### config.mk
export PLATFORM = sky130hd
export DESIGN_NAME = config_latch_bank
export DESIGN_NICKNAME = d
export VERILOG_FILES = /design/src/rtl/config_latch_bank.sv
export SDC_FILE = /design/constraint.sdc
export NUM_CORES = 1
export LEC_CHECK = 0
export CAP_MARGIN = 20
export CORE_MARGIN = 1.5
export CORE_UTILIZATION = 42
export CTS_BUF_LIST = sky130_fd_sc_hd__clkbuf_4 sky130_fd_sc_hd__clkbuf_8 sky130_fd_sc_hd__clkbuf_16
export DETAILED_ROUTE_END_ITERATION = 7
export MAX_ROUTING_LAYER = met4
export PLACE_DENSITY = 0.78
export SETUP_SLACK_MARGIN = 0.4
export SLEW_MARGIN = 10
export SYNTH_ARGS = -nofsm -noshare
export SYNTH_HDL_FRONTEND = slang
export SYNTH_SLANG_ARGS = --single-unit
### constraint.sdc
create_clock -name prog_clk -period 7.9 [get_ports prog_clk]
set_clock_uncertainty 0.15 [all_clocks]
set_input_delay 1.185 -clock prog_clk [delete_from_list [all_inputs] [get_ports prog_clk]]
set_output_delay 1.185 -clock prog_clk [all_outputs]
set_load 0.05 [all_outputs]
### src/rtl/config_latch_bank.sv
// config_latch_bank: NUM_WL x DATA_WIDTH configuration storage bank, written one row at a time.
//
// A valid/ready request names a row and carries its bit-line data. The sequencer pulses that
// row's word line for WL_PULSE cycles and latches the data on the final pulse edge. It then
// issues a one-cycle readback response. Addresses >= NUM_WL skip the pulse and respond with
// an error. A sticky lock blocks further requests until reset.
//
// Ports:
//   prog_clk   programming clock; all state updates on its rising edge
//   reset      asynchronous active-high reset
//   prog_en    gates acceptance of new requests only
//   req_valid  / req_ready / req_addr / req_bl   write request handshake and payload
//   lock       request to lock the bank; locked is the sticky status
//   busy       operation in flight (PULSE or RESP)
//   wl_active  one-hot word line being pulsed, zero otherwise
//   rsp_valid  / rsp_err / rsp_bl   one-cycle response; rsp_bl is readback, zero on error
//   Q / Qb     stored bits (row r at [r*DATA_WIDTH +: DATA_WIDTH]) and their complement
module config_latch_bank #(
  parameter int unsigned DATA_WIDTH = 8,
  parameter int unsigned NUM_WL     = 16,
  parameter int unsigned ADDR_WIDTH = 4,
  parameter int unsigned WL_PULSE   = 2
) (
  input  logic                         prog_clk,
  input  logic                         reset,
  input  logic                         prog_en,
  input  logic                         req_valid,
  output logic                         req_ready,
  input  logic [ADDR_WIDTH-1:0]        req_addr,
  input  logic [DATA_WIDTH-1:0]        req_bl,
  input  logic                         lock,
  output logic                         locked,
  output logic                         busy,
  output logic [NUM_WL-1:0]            wl_active,
  output logic                         rsp_valid,
  output logic                         rsp_err,
  output logic [DATA_WIDTH-1:0]        rsp_bl,
  output logic [NUM_WL*DATA_WIDTH-1:0] Q,
  output logic [NUM_WL*DATA_WIDTH-1:0] Qb
);

  localparam int unsigned CntW = (WL_PULSE > 1) ? $clog2(WL_PULSE) : 1;

  typedef enum logic [1:0] {StIdle, StPulse, StResp} state_e;

  state_e                            state_q, state_d;
  logic [ADDR_WIDTH-1:0]             addr_q, addr_d;
  logic [DATA_WIDTH-1:0]             data_q, data_d;
  logic                              err_q, err_d;
  logic [CntW-1:0]                   cnt_q, cnt_d;
  logic                              locked_q;
  logic [NUM_WL-1:0][DATA_WIDTH-1:0] mem_q;

  logic accept;
  logic in_range;
  logic write_en;

  assign req_ready = (state_q == StIdle) && prog_en && !locked_q;
  assign accept    = req_valid && req_ready;
  assign in_range  = 32'(req_addr) < NUM_WL;

  // Next-state logic
  always_comb begin
    state_d  = state_q;
    addr_d   = addr_q;
    data_d   = data_q;
    err_d    = err_q;
    cnt_d    = cnt_q;
    write_en = 1'b0;
    unique case (state_q)
      StIdle: begin
        if (accept) begin
          addr_d = req_addr;
          data_d = req_bl;
          if (in_range) begin
            state_d = StPulse;
            cnt_d   = CntW'(WL_PULSE - 1);
            err_d   = 1'b0;
          end else begin
            // Out-of-range: no pulse, storage untouched, respond next cycle.
            state_d = StResp;
            err_d   = 1'b1;
          end
        end
      end
      StPulse: begin
        if (cnt_q == '0) begin
          write_en = 1'b1;
          state_d  = StResp;
        end else begin
          cnt_d = cnt_q - CntW'(1);
        end
      end
      StResp:  state_d = StIdle;
      default: state_d = StIdle;
    endcase
  end

  always_ff @(posedge prog_clk or posedge reset) begin
    if (reset) begin
      state_q  <= StIdle;
      addr_q   <= '0;
      data_q   <= '0;
      err_q    <= 1'b0;
      cnt_q    <= '0;
      locked_q <= 1'b0;
    end else begin
      state_q  <= state_d;
      addr_q   <= addr_d;
      data_q   <= data_d;
      err_q    <= err_d;
      cnt_q    <= cnt_d;
      // Lock only gates new accepts; an operation accepted on the same edge still completes.
      locked_q <= locked_q | lock;
    end
  end

  // Storage: only the addressed row is written, and only on the last pulse edge.
  always_ff @(posedge prog_clk or posedge reset) begin
    if (reset) begin
      mem_q <= '0;
    end else begin
      for (int r = 0; r < int'(NUM_WL); r++) begin
        if (write_en && (addr_q == ADDR_WIDTH'(r))) begin
          mem_q[r] <= data_q;
        end
      end
    end
  end

  // Outputs decoded from registered state
  always_comb begin
    wl_active = '0;
    rsp_bl    = '0;
    for (int r = 0; r < int'(NUM_WL); r++) begin
      if ((state_q == StPulse) && (addr_q == ADDR_WIDTH'(r))) begin
        wl_active[r] = 1'b1;
      end
      if ((state_q == StResp) && !err_q && (addr_q == ADDR_WIDTH'(r))) begin
        rsp_bl = mem_q[r];
      end
    end
  end

  assign rsp_valid = (state_q == StResp);
  assign rsp_err   = rsp_valid && err_q;
  assign busy      = (state_q != StIdle);
  assign locked    = locked_q;
  assign Q         = mem_q;
  assign Qb        = ~mem_q;

endmodule

==> out/metrics.yaml, run 1 <==
end_kind: "output port"
clock.fmax_mhz: 198
die_y_um: 137
hpwl_um: 20800
synth_fp_nets: 796
synthFlopType: "dfrtp_1"
hold_ws_ns: 0.370
cts_tree: "built"
async_flop_share_pct: 100
synth.lib_cells_used.distinct: 65
insertion_delay_ns: 0.42
gr-usage-all-layers_pct: 31.7
placed_area_um2: 10600
cp_slowest_stage_delay_ns: 0.89
fin_cells: 1290
htreeDepth: 4
ys_seq_elements: 144
wirelength_um: 28900
crit_type: "flop to output port"
gr-total-overflow: 0
cts_setup_buffers: 0
drt_pre_antenna_iters: 5
outcome: "finished clean"
core_um2: 17400
syn2layout_area_growth_pct: 47.9
clk_pin_slew_ns: 0.06
final_cell_mix: "300 x clkdlybuf4s50_1, 142 x dfrtp_1, 130 x inv_1"
worst_slack_ns: 2.85
cpMaxStageDelayCell: "clkdlybuf4s50_1"
post-route-period-util_pct: 63.9
dieArea_um2: 18800
ir_worst_vdd_uv: 148
grt_pass1_vias: 6901
cap_violations: 0
tightestPinTransition_ns: 0.986
synth_edf_count: 0
hold_buffers: 0
avgViaCountPerCell: 5.46
clockBufferDepth: 2
initial_core_util_pct: 43.4
vias: 7049
arrival_ns: 3.72
grt_max_degree: 77
drt_iter0_drc: 544
ctsResizeCount: 0
power.density_nw_per_um2: 150
nets: 1070
setup_tns_ns: 0
n_antenna_cell: 0
p_leak_nw: 4.63
dp_slack_ns: 3.33
grt_pass1_wl_um: 41900
cts_root_buf: "clkbuf_16"
io_pins: 302
port_buffers: 300
cts.sink_count: 144
final_common_cell: "clkdlybuf4s50_1"
drcViolationCount: 0
routabilityCongestion: 0.903
worstPathRequired_ns: 6.57
max_slew_margin_pct: 34.0
cts_buffers: 17
crit_chain: "nand4bb_1 -> or3_1 -> a21oi_1 -> a211oi_1 -> a221oi_2 -> clkdlybuf4s50_1"
drive_above_1_share_pct: 9.95
std_cell_rows: 48
post-place-cells: 1259
wire_per_inst_um: 22.4
hold_depth: 1
yosysSeqAreaShare_pct: 47.7
final_area_um2: 11200
syn_area_um2: 7550
finalHoldViolations: 0
setup_viol: 0
syn_avg_cell_area_um2: 9.70
slew_viol_final: 0
grt_antenna_before_repair: 0
critPathMaxFanout: 22
hold_path_class: "flop to flop"
rsz0062_at_grt: "false"
yosys_warnings: 0
rr_worst_depth: 4
fp.dieW_um: 137
synth_cells: 779
start_kind: "flop"
ant_nets: 0
period_minus_slack_ns: 5.05
==> cells in the mapped netlist (5+ instances only) <==
cell type  number  area [µm²]
dfrtp_1       144        3600
inv_1         131         492
nand2_1        95         357
o21ai_0        66         330
mux2_1         42         473
nor2_1         33         124
mux2_2         29         327
buf_2          28         140
o21ai_1        21         105
mux2i_1        16         160
a21oi_1        15        75.1
o22ai_1        13        81.3
clkbuf_1       10        37.5
nor3_1          9        45.0
mux2_4          8         120
a22oi_1         7        52.6
mux4_2          7         158
buf_4           6        45.0
nand2_2         6        37.5
nand2b_1        5        31.3
nor2_2          5        31.3
nor2b_1         5        31.3
==> worst max-delay path, delay by kind of cell, from the launching register on <==
family	cells	cell delay [ns]
AOI/OAI and AO/OA	3	0.48
DFF	1	0.74
and+or+nand+nor	2	1.18
buffers and inverters	1	0.89
==> flip-flops by register name, summed over array words and instances (netlist names) <==
name,flops
Q,128
data_q,8
addr_q,4
state_q,2
cnt_q,1
locked,1
==> where the power goes <==
part | total (mW) | internal [mW] | leakage, nW | switching, mW
clock | 0.796 | 0.490 | 0.283 | 0.306
combinational | 0.112 | 0.0370 | 2.35 | 0.0752
sequential | 0.764 | 0.744 | 1.99 | 0.0201
total | 1.67 | 1.27 | 4.63 | 0.401
==> routing by layer <==
metal  vias up  track usage, %  wire length (µm)
met5         -               -                 0
met4         0            10.2               701
met3        50            5.56              1830
met2       304            53.2             14600
met1      3551            38.9             11800
li1       3144               -                 -
==> worst paths after layout <==
| kind | start | to | slack, ns |
|---|---|---|---|
| max in group asynchronous | reset | addr_q[1] | 5.05 |
| min reg2reg | Q[15] | Q[15] | 0.37 |
| min in group asynchronous | reset | Q[123] | 1.09 |
| max reg2reg | addr_q[1] | Q[81] | 4.91 |
| max | addr_q[3] | rsp_bl[4] | 2.85 |
| min | Q[15] | Q[15] | 0.37 |
==> layout make-up <==
cell class / count / area, µm²
inverters: 131 / 497
repair buffers: 304 / 3030
clock inverters: 9 / 110
multi-input cells: 455 / 3170
well taps: 225 / 282
flip-flops and latches: 144 / 3610
fillers: 1490 / 6240
clock buffers: 22 / 475
==> cells by family (layout without fill, tap and decap cells) <==
family | count (synthesis) | in the layout | synth area share, %
AND/OR/NAND/NOR | 194 | 194 | 12.7
flip-flops | 144 | 144 | 47.7
other | 1 | 1 | 0.0496
AO/OA/AOI/OAI | 158 | 158 | 12.8
buffers and inverters | 180 | 466 | 10.3
multiplexers | 102 | 102 | 16.4
==> metrics by stage <==
step | util [%] | total power, mW
2_1_floorplan | - | 0.847
3_3_place_gp | 60.8 | 0.888
3_5_place_dp | 60.8 | 0.889
4_1_cts | 64.2 | 1.68
5_1_grt | 64.2 | 1.72
6_report | 64.2 | 1.67
Power figures use the tool's default switching activity.
==> run 2: changes to the inputs <==
--- a/config.mk
+++ b/config.mk
@@ -7,7 +7,7 @@
 export LEC_CHECK = 0
 export CAP_MARGIN = 20
 export CORE_MARGIN = 1.5
-export CORE_UTILIZATION = 42
+export CORE_UTILIZATION = 40
 export CTS_BUF_LIST = sky130_fd_sc_hd__clkbuf_4 sky130_fd_sc_hd__clkbuf_8 sky130_fd_sc_hd__clkbuf_16
 export DETAILED_ROUTE_END_ITERATION = 7
 export MAX_ROUTING_LAYER = met4
==> constraint.sdc (replaced) <==
create_clock -name prog_clk -period 4.57 [get_ports prog_clk]
set_clock_uncertainty 0.15 [all_clocks]
set_input_delay 0.6855 -clock prog_clk [delete_from_list [all_inputs] [get_ports prog_clk]]
set_output_delay 0.6855 -clock prog_clk [all_outputs]
set_load 0.05 [all_outputs]
==> run 2 against run 1 <==
Against the previous run: first-iteration DRC count decreased by 28%; design area increased by 1.4%; via count decreased by 0.72%; worst hold slack improved by 0.0037 ns; critical path type unchanged; register-to-register slack got worse by 3.0 ns; total power increased by 85%; final cell count increased by 1.4%.
==> out/metrics.yaml, run 2 (synthesis gave the netlist of run 1 again) <==
outcome: "finished clean"  # unchanged
slew_viol_final: 0  # unchanged
clk_pin_slew_ns: 0.06  # about the same
start_kind: "flop"  # unchanged
gr-usage-met3_pct: 7.56  # was 5.56%
max_slew_margin_pct: 30.7  # was 34.0%
clockBufferDepth: 2  # unchanged
tightestPinTransition_ns: 1.04  # was 0.986 ns
ir_worst_vdd_uv: 252  # was 148 µV
port_buffers: 300  # unchanged
cpMaxStageDelayCell: "clkdlybuf4s50_1"  # unchanged
setup_tns_ns: 0  # unchanged
hold_ws_ns: 0.374  # was 0.370 ns
cts_buffers: 17  # unchanged
crit_type: "flop to output port"  # unchanged
p_sw_share_pct: 24.5  # was 24.0%
cp_slowest_stage_delay_ns: 0.73  # was 0.89 ns
wire_per_inst_um: 22.1  # was 22.4 µm
setup_viol: 0  # unchanged
worstPathRequired_ns: 3.73  # was 6.57 ns
fp.dieW_um: 140  # was 137 µm
ctsResizeCount: 0  # unchanged
final_common_cell: "clkdlybuf4s50_1"  # unchanged
drt_pre_antenna_iters: 5  # unchanged
drive_above_1_share_pct: 11.1  # was 9.95%
routabilityCongestion: 0.970  # was 0.903
cts_root_buf: "clkbuf_16"  # unchanged
cap_violations: 0  # unchanged
dp_slack_ns: 0.894  # was 3.33 ns
worst_slack_ns: 0.531  # was 2.85 ns
htreeDepth: 4  # unchanged
io_pins: 302  # unchanged
cts.sink_count: 144  # unchanged
largest_reg_flops: 128  # unchanged
gr-usage-all-layers_pct: 30.7  # was 31.7%
nets: 1078  # was 1070
std_cell_rows: 50  # was 48
rsz0062_at_grt: "false"  # unchanged
grt_pass1_vias: 7025  # was 6901
switchingPower_mw: 0.760  # was 0.401 mW
use_met1_pct: 37.0  # was 38.9%
post-route-period-util_pct: 88.4
drt_iter0_drc: 394  # was 544
grtUsageMet2_pct: 51.0  # was 53.2%
p_leak_nw: 4.74  # was 4.63 nW
insertion_delay_ns: 0.43  # was 0.42 ns
avgViaCountPerCell: 5.35  # was 5.46
cts_tree: "built"  # unchanged
end_kind: "output port"  # unchanged
syn2layout_area_growth_pct: 50.1  # was 47.9%
grt_pass1_wl_um: 43400  # was 41900 µm
core_um2: 18600  # was 17400 µm²
wirelength_um: 28900  # about the same
initial_core_util_pct: 40.5  # was 43.4%
period_minus_slack_ns: 4.04
hold_buffers: 0  # unchanged
p_int_mw: 2.34  # was 1.27 mW
power_frac_seq_pct: 42.8  # was 45.7%
die_y_um: 140  # was 137 µm
finalHoldViolations: 0  # unchanged
drcViolationCount: 0  # unchanged
ant_nets: 0  # unchanged
critPathMaxFanout: 27  # was 22
clock.fmax_mhz: 248
cts_setup_buffers: 0  # unchanged
grt_antenna_before_repair: 0  # unchanged
grt_max_degree: 71  # was 77
hold_path_class: "flop to flop"  # unchanged
p_clk_share_pct: 51.0  # was 47.6%
arrival_ns: 3.20  # was 3.72 ns
final_area_um2: 11300  # was 11200 µm²
placed_area_um2: 10700  # was 10600 µm²
crit_chain: "nor2b_1 -> a211oi_1 -> a211o_1 -> a21oi_1 -> o21ai_1 -> clkdlybuf4s50_1"  # was nand4bb_1 -> or3_1 -> a21oi_1 -> a211oi_1 -> a221oi_2 -> clkdlybuf4s50_1
vias: 6998  # was 7049
power.density_nw_per_um2: 274  # was 150 nW/µm²
pwr-share-comb_pct: 6.2  # was 6.7%
gr-total-overflow: 0  # unchanged
hpwl_um: 21400  # was 20800 µm
final_cell_mix: "295 x clkdlybuf4s50_1, 142 x dfrtp_1, 130 x inv_1"  # was 300 x clkdlybuf4s50_1, 142 x dfrtp_1, 130 x inv_1
n_antenna_cell: 0  # unchanged
dieArea_um2: 19700  # was 18800 µm²
fin_util_pct: 60.8  # was 64.2%
grt.busiest_layer: "met2"  # unchanged
run 2: cell types whose count changed in the layout (fill, tap and decap cells not counted):
cell,before,now
clkbuf_8,2,0
clkbuf_4,3,1
buf_12,0,2
inv_6,2,3
buf_4,4,14
clkinv_4,1,2
dlymetal6s2s_1,0,1
bufinv_16,2,5
clkdlybuf4s50_1,300,295
clkinvlp_4,3,1
inv_8,0,2
run 2: final timing paths:
path / from / endpoint / slack, ns / depth (start not counted)
hold reg to reg: Q[15] / Q[15] / 0.37 / 1
max in group asynchronous: reset / Q[87] / 3.07 / 3
setup / recovery: addr_q[0] / rsp_bl[2] / 0.53 / 6
hold / removal: Q[15] / Q[15] / 0.37 / 1
setup reg to reg: addr_q[0] / Q[82] / 1.96 / 3
min in group asynchronous: reset / Q[63] / 0.49 / 2
run 2: critical path, delay by kind of cell, from the launching register on:
kind	cells	cell delay, ns
compound gates	4	0.76
simple gates	1	0.68
buf+inv	1	0.73
flops	1	0.58
run 2: final cells by class:
class                   count  area [µm²]
inverters                 131         495
clock buffers              18         433
clock inverters            14         226
multi-input cells         455        3170
well taps                 234         293
repair buffers            312        3110
flip-flops and latches    144        3610
fillers                  1577        7310
run 2: per-stage QoR:
step	power (mW)	instances
after floorplan	1.47	779
after global placement	1.54	1276
after detailed placement	1.54	1276
after CTS	3.11	1308
after global routing	3.18	1308
final	3.10	1308
run 2: power by group through the flow:
| stage | Combinational, mW | Clock, mW | Sequential, mW |
|---|---|---|---|
| after floorplan | 0.125 | 0 | 1.34 |
| after global placement | 0.190 | 0 | 1.35 |
| after detailed placement | 0.191 | 0 | 1.35 |
| after CTS | 0.192 | 1.59 | 1.33 |
| after global routing | 0.204 | 1.64 | 1.33 |
| final | 0.191 | 1.58 | 1.33 |
run 2: routing by layer:
| metal | share of wire [%] | wire, µm |
|---|---|---|
| met3 | 6.5 | 1890 |
| met4 | 2.4 | 705 |
| met1 | 41 | 11900 |
| met2 | 50 | 14500 |
| met5 | 0 | 0 |
==> run 3: changes to the inputs <==
--- a/config.mk
+++ b/config.mk
@@ -6,7 +6,7 @@
 export NUM_CORES = 1
 export LEC_CHECK = 0
 export CAP_MARGIN = 20
-export CORE_MARGIN = 1.5
+export CORE_MARGIN = 4
 export CORE_UTILIZATION = 40
 export CTS_BUF_LIST = sky130_fd_sc_hd__clkbuf_4 sky130_fd_sc_hd__clkbuf_8 sky130_fd_sc_hd__clkbuf_16
 export DETAILED_ROUTE_END_ITERATION = 7
==> run 3 against run 2 <==
Against the previous run: setup slack worse by 0.045 ns; global-route usage is 2.4 points lower; clock power is 20% lower; critical endpoint unchanged; largest power group is now registers; highest routed layer unchanged; die area is 7.2% higher; sequential cell count stayed put; largest cell class unchanged; combinational power is 3% higher; design area is 0.78% lower; critical path depth is 2 higher; register-to-register slack better by 0.10 ns.
==> out/metrics.yaml, run 3 (synthesis gave the netlist of run 1 again) <==
finalHoldViolations: 0  # unchanged
n_antenna_cell: 0  # unchanged
hold_depth: 1  # unchanged
arrival_ns: 3.25  # was 3.20 ns
power.density_nw_per_um2: 248  # was 274 nW/µm²
setup_viol: 0  # unchanged
outcome: "finished clean"  # unchanged
final_common_cell: "clkdlybuf4s50_1"  # unchanged
end_kind: "output port"  # unchanged
ant_nets: 0  # unchanged
critPathMaxFanout: 19  # was 27
avgViaCountPerCell: 5.33  # was 5.35
htreeDepth: 4  # unchanged
cts_tree: "built"  # unchanged
routabilityCongestion: 0.966  # was 0.970
grt_antenna_before_repair: 0  # unchanged
crit_type: "flop to output port"  # unchanged
gr-total-overflow: 0  # unchanged
rr_worst_depth: 5  # was 3
syn2layout_area_growth_pct: 48.9  # was 50.1%
dp_slack_ns: 0.893  # was 0.894 ns
hold_ws_ns: 0.371  # was 0.374 ns
clock.fmax_mhz: 245  # was 248 MHz
ir_worst_vdd_uv: 245  # was 252 µV
start_kind: "flop"  # unchanged
final_cell_mix: "295 x clkdlybuf4s50_1, 142 x dfrtp_1, 130 x inv_1"  # unchanged
worstPathRequired_ns: 3.73  # about the same
largest_reg_flops: 128  # unchanged
wirelength_um: 29700  # was 28900 µm
drcViolationCount: 0  # unchanged
max_slew_margin_pct: 32.1  # was 30.7%
port_buffers: 300  # unchanged
grt_pass1_vias: 7243  # was 7025
tightestPinTransition_ns: 1.01  # was 1.04 ns
p_leak_nw: 4.76  # was 4.74 nW
cts_buffers: 17  # unchanged
wire_per_inst_um: 22.7  # was 22.1 µm
die_y_um: 145  # was 140 µm
gr-usage-all-layers_pct: 28.4  # was 30.7%
drt_iter0_drc: 620  # was 394
setup_tns_ns: 0  # unchanged
slew_viol_final: 0  # unchanged
vias: 6980  # was 6998
grt_max_degree: 66  # was 71
worst_slack_ns: 0.486  # was 0.531 ns
p_total_mw: 2.79  # was 3.10 mW
clockBufferDepth: 2  # unchanged
drt_pre_antenna_iters: 4  # was 5
period_minus_slack_ns: 4.08  # was 4.04 ns
nets: 1084  # was 1078
grt_pass1_wl_um: 44900  # was 43400 µm
std_cell_rows: 49  # was 50
cts_root_buf: "clkbuf_16"  # unchanged
fin_util_pct: 61.6  # was 60.8%
initial_core_util_pct: 41.4  # was 40.5%
cap_violations: 0  # unchanged
fp.dieW_um: 145  # was 140 µm
rsz0062_at_grt: "false"  # unchanged
insertion_delay_ns: 0.42  # was 0.43 ns
core_um2: 18300  # was 18600 µm²
clk_pin_slew_ns: 0.06  # about the same
hpwl_um: 22300  # was 21400 µm
drive_above_1_share_pct: 11.3  # was 11.1%
io_pins: 302  # unchanged
hold_path_class: "flop to flop"  # unchanged
dieArea_um2: 21100  # was 19700 µm²
hold_buffers: 0  # unchanged
post-route-period-util_pct: 89.4  # was 88.4%
cts.sink_count: 144  # unchanged
## run 3: cell types whose count changed in the layout (fill, tap and decap cells not counted), sizes merged
cell	before	now
buf	16	19
dlymetal6s2s	1	4
inv	135	132
clkinvlp	1	3
bufinv	5	0
clkinv	4	9
clkbuf	18	19
## run 3: through the flow
stage | instance area (µm²) | instances
2_1_floorplan | 7560 | 779
5_1_grt | 11200 | 1309
3_5_place_dp | 10700 | 1274
4_1_cts | 11200 | 1306
6_report | 11200 | 1309
3_3_place_gp | 10700 | 1274
## run 3: worst paths after layout
check	startpoint	to	slack, ns
worst min-delay path	Q[12]	Q[12]	0.37
worst max register to register	addr_q[1]	Q[81]	2.06
worst min register to register	Q[12]	Q[12]	0.37
worst max-delay path	addr_q[1]	rsp_bl[2]	0.49
min in group asynchronous	reset	Q[37]	0.52
max in group asynchronous	reset	addr_q[1]	2.99
## run 3: what timing repair did
item	in CTS	in global routing
setup endpoints to repair	0	4
resized for setup	0	4
setup buffers	0	3
## run 3: cell type report
| cell class | count | area, µm² |
|---|---|---|
| fillers | 1550 | 7020 |
| flip-flops and latches | 144 | 3610 |
| multi-input cells | 455 | 3170 |
| repair buffers | 318 | 3160 |
| inverters | 131 | 495 |
| clock buffers | 19 | 440 |
| well taps | 229 | 287 |
| clock inverters | 13 | 88.8 |
## run 3: metal layers
| layer | global-route usage (%) | part of all wire (%) | up-vias |
|---|---|---|---|
| met4 | 5.98 | 1.6 | 0 |
| met5 | - | 0 | - |
| met1 | 35.6 | 43 | 3473 |
| met2 | 47.5 | 49 | 301 |
| li1 | - | - | 3174 |
| met3 | 6.23 | 5.9 | 32 |
## run 3: power breakdown
part	total [mW]	internal (mW)	switching (mW)	leakage, nW
Combinational	0.196	0.0698	0.126	2.50
Sequential	1.33	1.29	0.0400	1.99
Clock	1.27	0.704	0.562	0.264
Total	2.79	2.06	0.728	4.76
## run 3: worst max-delay path, cell delays in order, from the launching register on
cell	delay [ns]
dfrtp_2	0.64
buf_4	0.35
nor2b_1	0.22
buf_4	0.20
a211oi_1	0.09
a211o_1	0.25
a21oi_1	0.24
o21ai_1	0.10
clkdlybuf4s50_1	0.73
